### src/rtl/thunderbird_pkg.sv
// Shared definitions for the thunderbird tail-light lamp FSM and its bus decoder.
// Contents: decoder state enum, mode encodings, lamp-bus pattern constants and
// small mapping helpers. Lamp bus bit order: [5:3]={LC,LB,LA}, [2:0]={RA,RB,RC}.
package thunderbird_pkg;

  typedef enum logic [2:0] {
    S_IDLE = 3'd0,
    S_L1   = 3'd1,
    S_L2   = 3'd2,
    S_L3   = 3'd3,
    S_R1   = 3'd4,
    S_R2   = 3'd5,
    S_R3   = 3'd6,
    S_HZ   = 3'd7
  } state_t;

  localparam logic [1:0] MODE_IDLE   = 2'd0;
  localparam logic [1:0] MODE_LEFT   = 2'd1;
  localparam logic [1:0] MODE_RIGHT  = 2'd2;
  localparam logic [1:0] MODE_HAZARD = 2'd3;

  localparam logic [5:0] PAT_OFF = 6'b000_000;
  localparam logic [5:0] PAT_L1  = 6'b001_000;
  localparam logic [5:0] PAT_L2  = 6'b011_000;
  localparam logic [5:0] PAT_L3  = 6'b111_000;
  localparam logic [5:0] PAT_R1  = 6'b000_100;
  localparam logic [5:0] PAT_R2  = 6'b000_110;
  localparam logic [5:0] PAT_R3  = 6'b000_111;
  localparam logic [5:0] PAT_ALL = 6'b111_111;

  function automatic logic [1:0] state_mode(input state_t s);
    logic [1:0] m;
    case (s)
      S_L1, S_L2, S_L3: m = MODE_LEFT;
      S_R1, S_R2, S_R3: m = MODE_RIGHT;
      S_HZ:             m = MODE_HAZARD;
      default:          m = MODE_IDLE;
    endcase
    return m;
  endfunction

  function automatic logic [1:0] state_step(input state_t s);
    logic [1:0] k;
    case (s)
      S_L1, S_R1, S_HZ: k = 2'd1;
      S_L2, S_R2:       k = 2'd2;
      S_L3, S_R3:       k = 2'd3;
      default:          k = 2'd0;
    endcase
    return k;
  endfunction

  // After an error, a pattern that can start a sequence is taken as that start
  // so the checker locks back on without losing a whole sequence.
  function automatic state_t resync_state(input logic [5:0] pat);
    state_t s;
    case (pat)
      PAT_L1:  s = S_L1;
      PAT_R1:  s = S_R1;
      PAT_ALL: s = S_HZ;
      default: s = S_IDLE;
    endcase
    return s;
  endfunction

endpackage

### src/rtl/thunderbird_light_decoder_sat_counter.sv
// Saturating up-counter used for the decoder's error and sequence statistics.
// Ports:
//   clk    system clock
//   reset  asynchronous active-low reset, clears q
//   inc    increment request, ignored once q is all ones
//   q      count value
module tb_sat_counter #(
  parameter int W = 8
) (
  input  logic         clk,
  input  logic         reset,
  input  logic         inc,
  output logic [W-1:0] q
);

  localparam logic [W-1:0] ONE = {{(W-1){1'b0}}, 1'b1};

  always_ff @(posedge clk or negedge reset) begin
    if (!reset) begin
      q <= '0;
    end else if (inc && (q != {W{1'b1}})) begin
      q <= q + ONE;
    end
  end

endmodule

### src/rtl/thunderbird_light_decoder.sv
// Thunderbird tail-light bus decoder / protocol checker.
// Samples the 6-bit lamp bus every clock, tracks left, right and hazard
// sequences, and reports mode, step, completed sequences and protocol errors.
// All outputs are registered (one cycle after the sampling edge).
//
// Optional feature: define THUNDERBIRD_DEC_STAT_EN to build the per-sequence
// completion counters; without it left_cnt/right_cnt/hz_cnt are tied to 0.
//
// Ports:
//   clk        system clock, light_out sampled on posedge
//   reset      asynchronous active-low reset
//   light_out  lamp bus [5:3]={LC,LB,LA}, [2:0]={RA,RB,RC}
//   mode       0=IDLE 1=LEFT 2=RIGHT 3=HAZARD
//   step       position in sequence (1..3 left/right, 1 hazard, 0 idle)
//   seq_done   one-cycle pulse on sequence completion
//   err        one-cycle pulse on illegal pattern or transition
//   err_count  saturating error count
//   left_cnt   completed LEFT sequences
//   right_cnt  completed RIGHT sequences
//   hz_cnt     completed HAZARD sequences
//
// state  | meaning
// S_IDLE | lamps off, waiting for a sequence start
// S_L1   | left sequence, LA lit
// S_L2   | left sequence, LA+LB lit
// S_L3   | left sequence, all left lit, OFF completes it
// S_R1   | right sequence, RA lit
// S_R2   | right sequence, RA+RB lit
// S_R3   | right sequence, all right lit, OFF completes it
// S_HZ   | hazard, all lamps lit, OFF completes it
module thunderbird_light_decoder
  import thunderbird_pkg::*;
#(
  parameter int CNT_W = 8
) (
  input  logic             clk,
  input  logic             reset,
  input  logic [5:0]       light_out,
  output logic [1:0]       mode,
  output logic [1:0]       step,
  output logic             seq_done,
  output logic             err,
  output logic [CNT_W-1:0] err_count,
  output logic [CNT_W-1:0] left_cnt,
  output logic [CNT_W-1:0] right_cnt,
  output logic [CNT_W-1:0] hz_cnt
);

  state_t state;
  state_t state_nxt;
  logic   hit_err;
  logic   hit_done;

  // Every sampled pattern must advance the sequence, so a held pattern outside
  // idle falls into the error branch naturally.
  always_comb begin
    state_nxt = state;
    hit_err   = 1'b0;
    hit_done  = 1'b0;
    case (state)
      S_IDLE: begin
        case (light_out)
          PAT_OFF: state_nxt = S_IDLE;
          PAT_L1:  state_nxt = S_L1;
          PAT_R1:  state_nxt = S_R1;
          PAT_ALL: state_nxt = S_HZ;
          default: hit_err   = 1'b1;
        endcase
      end
      S_L1: begin
        if (light_out == PAT_L2)       state_nxt = S_L2;
        else if (light_out == PAT_OFF) state_nxt = S_IDLE;
        else                           hit_err   = 1'b1;
      end
      S_L2: begin
        if (light_out == PAT_L3)       state_nxt = S_L3;
        else if (light_out == PAT_OFF) state_nxt = S_IDLE;
        else                           hit_err   = 1'b1;
      end
      S_R1: begin
        if (light_out == PAT_R2)       state_nxt = S_R2;
        else if (light_out == PAT_OFF) state_nxt = S_IDLE;
        else                           hit_err   = 1'b1;
      end
      S_R2: begin
        if (light_out == PAT_R3)       state_nxt = S_R3;
        else if (light_out == PAT_OFF) state_nxt = S_IDLE;
        else                           hit_err   = 1'b1;
      end
      S_L3, S_R3, S_HZ: begin
        if (light_out == PAT_OFF) begin
          state_nxt = S_IDLE;
          hit_done  = 1'b1;
        end else begin
          hit_err = 1'b1;
        end
      end
      default: begin
        state_nxt = S_IDLE;
        hit_err   = 1'b1;
      end
    endcase
    if (hit_err) begin
      state_nxt = resync_state(light_out);
    end
  end

  always_ff @(posedge clk or negedge reset) begin
    if (!reset) begin
      state    <= S_IDLE;
      mode     <= MODE_IDLE;
      step     <= 2'd0;
      seq_done <= 1'b0;
      err      <= 1'b0;
    end else begin
      state    <= state_nxt;
      mode     <= state_mode(state_nxt);
      step     <= state_step(state_nxt);
      seq_done <= hit_done;
      err      <= hit_err;
    end
  end

  tb_sat_counter #(.W(CNT_W)) u_err_cnt (
    .clk   (clk),
    .reset (reset),
    .inc   (hit_err),
    .q     (err_count)
  );

`ifdef THUNDERBIRD_DEC_STAT_EN
  logic done_left;
  logic done_right;
  logic done_hz;

  assign done_left  = hit_done && (state == S_L3);
  assign done_right = hit_done && (state == S_R3);
  assign done_hz    = hit_done && (state == S_HZ);

  tb_sat_counter #(.W(CNT_W)) u_left_cnt (
    .clk   (clk),
    .reset (reset),
    .inc   (done_left),
    .q     (left_cnt)
  );

  tb_sat_counter #(.W(CNT_W)) u_right_cnt (
    .clk   (clk),
    .reset (reset),
    .inc   (done_right),
    .q     (right_cnt)
  );

  tb_sat_counter #(.W(CNT_W)) u_hz_cnt (
    .clk   (clk),
    .reset (reset),
    .inc   (done_hz),
    .q     (hz_cnt)
  );
`else
  assign left_cnt  = '0;
  assign right_cnt = '0;
  assign hz_cnt    = '0;
`endif

endmodule

### config.mk
export PLATFORM = sky130hd
export DESIGN_NAME = thunderbird_light_decoder
export DESIGN_NICKNAME = d
export VERILOG_FILES = /design/src/rtl/thunderbird_pkg.sv /design/src/rtl/thunderbird_light_decoder_sat_counter.sv /design/src/rtl/thunderbird_light_decoder.sv
export SDC_FILE = /design/constraint.sdc
export NUM_CORES = 1
export LEC_CHECK = 0
export ABC_AREA = 1
export CAP_MARGIN = 20
export CORE_MARGIN = 5
export CORE_UTILIZATION = 45
export DETAILED_ROUTE_END_ITERATION = 7
export PLACE_DENSITY = 0.8
export SLEW_MARGIN = 10
export SYNTH_ARGS = -nofsm -noshare
export SYNTH_HDL_FRONTEND = slang
export SYNTH_SLANG_ARGS = --single-unit
### constraint.sdc
create_clock -name clk -period 2.2 [get_ports clk]
set_clock_uncertainty 0.2 [all_clocks]
set_input_delay 0.22 -clock clk [delete_from_list [all_inputs] [get_ports clk]]
set_output_delay 0.22 -clock clk [all_outputs]
set_load 0.005 [all_outputs]
After elaboration in Yosys (flattened, before gate mapping)
Index checks and enable logic that the tools add are counted.
{"block": "totals", "ff_bits": 17, "inputBits": 8}
{"block": "classes", "add_sub_neg": 1, "eq_ne": 22, "reduce_logical": 10, "n_mux": 20}
{"cell": "3-bit equality test, second input constant", "count": 8}
{"cell": "6-bit by 3-bit equality test with 1-bit output, second input constant", "count": 3}
{"cell": "3-bit 2-to-1 mux", "count": 6}
{"cell": "3-bit one-hot mux with 6 select lines", "count": 1}
{"cell": "3-bit by 2-bit equality test with 1-bit output, second input constant", "count": 4}
{"cell": "6-bit equality test, second input constant", "count": 2}
{"cell": "2-bit one-hot mux with 3 select lines", "count": 2}
{"cell": "3-bit one-hot mux with 4 select lines", "count": 1}
{"cell": "3-bit OR reduction", "count": 4}
{"cell": "3-bit one-hot mux with 3 select lines", "count": 1}
{"cell": "8-bit by 1-bit adder with 8-bit output, second input constant", "count": 1}
{"cell": "1-bit 2-to-1 mux", "count": 8}
{"cell": "8-bit != test, second input constant", "count": 1}
{"cell": "3-bit by 1-bit equality test with 1-bit output, second input constant", "count": 2}
{"cell": "6-bit by 4-bit equality test with 1-bit output, second input constant", "count": 1}
{"cell": "6-bit by 5-bit equality test with 1-bit output, second input constant", "count": 1}
{"cell": "6-bit logical NOT", "count": 1}
{"cell": "1-bit one-hot mux with 6 select lines", "count": 1}
{"cell": "2-bit OR reduction", "count": 2}
{"cell": "4-bit OR reduction", "count": 1}
{"cell": "3-bit logical NOT", "count": 1}
{"cell": "1-bit logical AND", "count": 1}

Longest topological paths before layout
{"block": "depth", "depth_word": 8, "ltp_mapped": 12, "mapped_depth_nobuf": 12}

Hierarchy
From an unflattened synthesis, not the netlist that was laid out.
{"block": "unflattened", "cells_unflattened": 203, "area_unflattened_um2": 1446.4}
{"module": "thunderbird_light_decoder", "area_per_inst_um2": 963.4, "seq_area_each_um2": 225.2, "instances": 1, "cells_each": 140}
{"module": "tb_sat_counter", "area_per_inst_um2": 483.0, "seq_area_each_um2": 200.2, "instances": 1, "cells_each": 63}

Worst setup path after synthesis
OpenSTA, ideal clock, no wires.
{"block": "synth_timing", "path_type": "register to register", "from": "register u_err_cnt.q[0]", "to": "register u_err_cnt.q[2]", "required_time_ns": 1.924, "arrival_time_ns": 1.482, "setup_time_ns": 0.076, "path_slack_ns": 0.442, "stages_incl_launch_ff": 9, "period_less_slack_ns": 1.758, "n_path_buf": 1, "path_cell_list": "dfrtp_1 -> ha_1 -> nand3_1 -> nor3_1 -> nand3_1 -> nand3_4 -> buf_8 -> nand2_1 -> o21ai_1"}
{"block": "synth_via", "elab_chain_cells": 2}
{"element": "start: declaration", "line": "thunderbird_light_decoder_sat_counter.sv:13", "rtl": "output logic [W-1:0] q"}
{"element": "start signal: assignment", "line": "thunderbird_light_decoder_sat_counter.sv:22", "rtl": "q <= q + ONE;"}
{"element": "branches (longest 2 deep; another with 8-bit by 1-bit adder with 8-bit output)"}
Several ways; the timed one is not identified.
A chain may end at the register's enable or synchronous reset.

Worst setup path after layout
{"block": "layout_timing", "from": "register u_err_cnt.q[0]", "to": "register u_err_cnt.q[5]"}
The elaborated chain is that of the path after synthesis.

==> results.cfg <==
[clocking]
insertion_delay_ns = 0.29
cts_tree = yes
clk_pin_slew_worst_paths_ns = 0.09
cts_repair_resize_count = 0
cts_sinks = 17
htree_num_levels = 1
cts_root_buf = clkbuf_4
post_cts_buffers = 0
cts_buffer_depth = 2
hold_buffers = 0
cts_made_buffers = 3

[yosys]
synthAdderAreaFrac = 0.00969
ys_warn_count = 0
synth_area_um2 = 1290
yosys.area_share.simple = 0.327
ys_ff_latch = 17
ys_seq_area_frac = 0.329
yosys.area_share.xor_xnor = 0.0407
postSynthCellCount = 172
synth_compound_area_frac = 0.0610
synth.distinct_cells = 27
synth_mux_area_frac = 0
synth_top_family_by_area = simple AND/OR/NAND/NOR gates
syn_area_per_cell_um2 = 7.51

[cells_and_area]
drive_gt1_frac = 0.127
antennaDiodeCount = 0
fin_nets = 207
fin_util = 0.534
final_cell_mix = nand2_1 (32), conb_1 (24), inv_1 (23)
area_delta_synth_final_pct = 14.1
final_common_cell = nand2_1

[worst_setup_path]
worstPathArrival_ns = 1.91
r2r_cells = 7
crit_top_cell = nand3_1
crit_type = flip-flop to flip-flop
worst-path-max-fanout = 14
cp-start-kind = flip-flop
r2r_start = u_err_cnt.q[0]
cp.required_ns = 2.22
crit_chain = ha_1, nand3_1, nor3_1, nand3_1, nand3_4, nand2_1, o21ai_1
reg2reg_slack_ns = 0.31
critPathMaxStageDelay_ns = 0.45
endpoint_kind = flip-flop
r2r-end = u_err_cnt.q[5]
slowest_stage = dfrtp_1

[global_routing]
first_global_vias = 934
grt_pass1_wl_um = 3990
antenna_found_initial = 0
grt-ovfl-total = 0
groute.usage.overall = 0.121
grt_max_degree = 18

[routing]
drcViolationCount = 0
drt_iter0_drc = 18
viasPerCell = 4.56
wl_per_cell_um = 10.2
finalWirelength_um = 2330
vias = 1039
first_pass_iters = 4
ant_nets = 0

[timing]
fin_crit_ns = 1.89
rsz0062_at_grt = false
hold_viol = 0
fmax_ghz = 0.529
period_share = 0.859
slew_violations = 0
setup_violations = 0
setup_tns_ns = 0

[placement]
place_congestion = 0.792
hpwl_um = 1940
numPortBuffers = 21

[power]
p_total_mw = 1.17
pwr_density_cell_nw_per_um2 = 793
leakage_nw = 0.779
max-vdd-ir-drop_mv = 0.596

[status]
outcome = complete, no violations

[die]
io_pins = 46
dieArea_um2 = 4040
start_util = 0.468
die_height_um = 63.6
coreArea_um2 = 2760
die_x_um = 63.6
rows = 19

[min_path]
hp-class = primary input to asynchronous set/reset pin

[flow_run]
cap_viol_max_count = 0
## synthesized netlist by cell type (all sizes together)
library cell  number  area (um^2)
a21oi              1         5.00
and2               2         13.8
buf               25          195
conb               1         3.75
dfrtp             17          425
ha                 1         12.5
inv               27          101
nand2             35          144
nand3             18          113
nand4              7         43.8
nor2              16         87.6
nor3               4         20.0
o21a               1         7.51
o21ai             11         66.3
xnor2              3         26.3
xor2               3         26.3
## per-layer routing
metal / wire length, um / share of wire / vias up / GRT usage
li1: - / - / 545 / -
met1: 1010 / 0.43 / 457 / 0.142
met2: 1110 / 0.48 / 32 / 0.211
met3: 182 / 0.078 / 5 / 0.0337
met4: 32 / 0.014 / 0 / 0.0390
met5: 0 / 0 / - / 0
## worst max path at each step
stage                    from        endpoint  slack, ns  cells after the start
2_1_floorplan  u_err_cnt.q[0]  u_err_cnt.q[2]       0.44                      8
3_3_place_gp     light_out[3]  u_err_cnt.q[3]       0.08                     10
3_5_place_dp     light_out[3]  u_err_cnt.q[3]       0.04                     10
4_1_cts        u_err_cnt.q[0]  u_err_cnt.q[5]       0.28                      7
5_1_grt              state[1]  u_err_cnt.q[3]       0.14                     10
6_report       u_err_cnt.q[0]  u_err_cnt.q[5]       0.31                      7
## registers in the layout, summed over array words and instances, names as in the netlist
name         flops
u_err_cnt.q      8
state            3
mode             2
step             2
err              1
seq_done         1
## report_power, final
part / total, mW / switching (mW) / leakage (nW) / internal (mW)
Combinational: 0.517 / 0.245 / 0.539 / 0.272
Sequential: 0.491 / 0.0945 / 0.222 / 0.396
Clock: 0.161 / 0.0938 / 0.0177 / 0.0676
Total: 1.17 / 0.433 / 0.779 / 0.735
## logic make-up (layout without fill, tap and decap cells)
kind of cell / after synthesis / in the layout
buffers and inverters: 52 / 54
other: 1 / 24
adders and majority gates: 1 / 1
AOI/OAI and AO/OA: 13 / 13
xor gates and xnor gates: 6 / 6
and+or+nand+nor: 82 / 82
DFF: 17 / 17
## area by class of cell
cell class | count | area (um^2)
sequential | 17 | 425
inverter | 27 | 101
clock inverter | 1 | 5.00
multi-input combinational | 126 | 656
tap | 31 | 38.8
clock buffer | 3 | 22.5
timing repair buffer | 23 | 225
fill | 274 | 1280
## worst max-delay path: cells and delay by family, from the launching register on
family                   cells  cell delay [ns]
AO/OA/AOI/OAI                1             0.08
flip-flops                   1             0.45
AND/OR/NAND/NOR              5             0.87
adder cells (fa/ha/maj)      1             0.22
## through the flow
step / cells / hold slack [ns] / cell area [um^2] / worst slack [ns]
after floorplan: 195 / -0.276 / 1380 / 0.442
after global placement: 224 / 0.338 / 1450 / 0.0784
after detailed placement: 224 / 0.334 / 1450 / 0.0390
after CTS: 228 / 0.0395 / 1470 / 0.284
after global routing: 228 / 0.0397 / 1470 / 0.138
final: 228 / 0.0401 / 1470 / 0.310
Note: power is estimated with default switching activity, not from simulation.
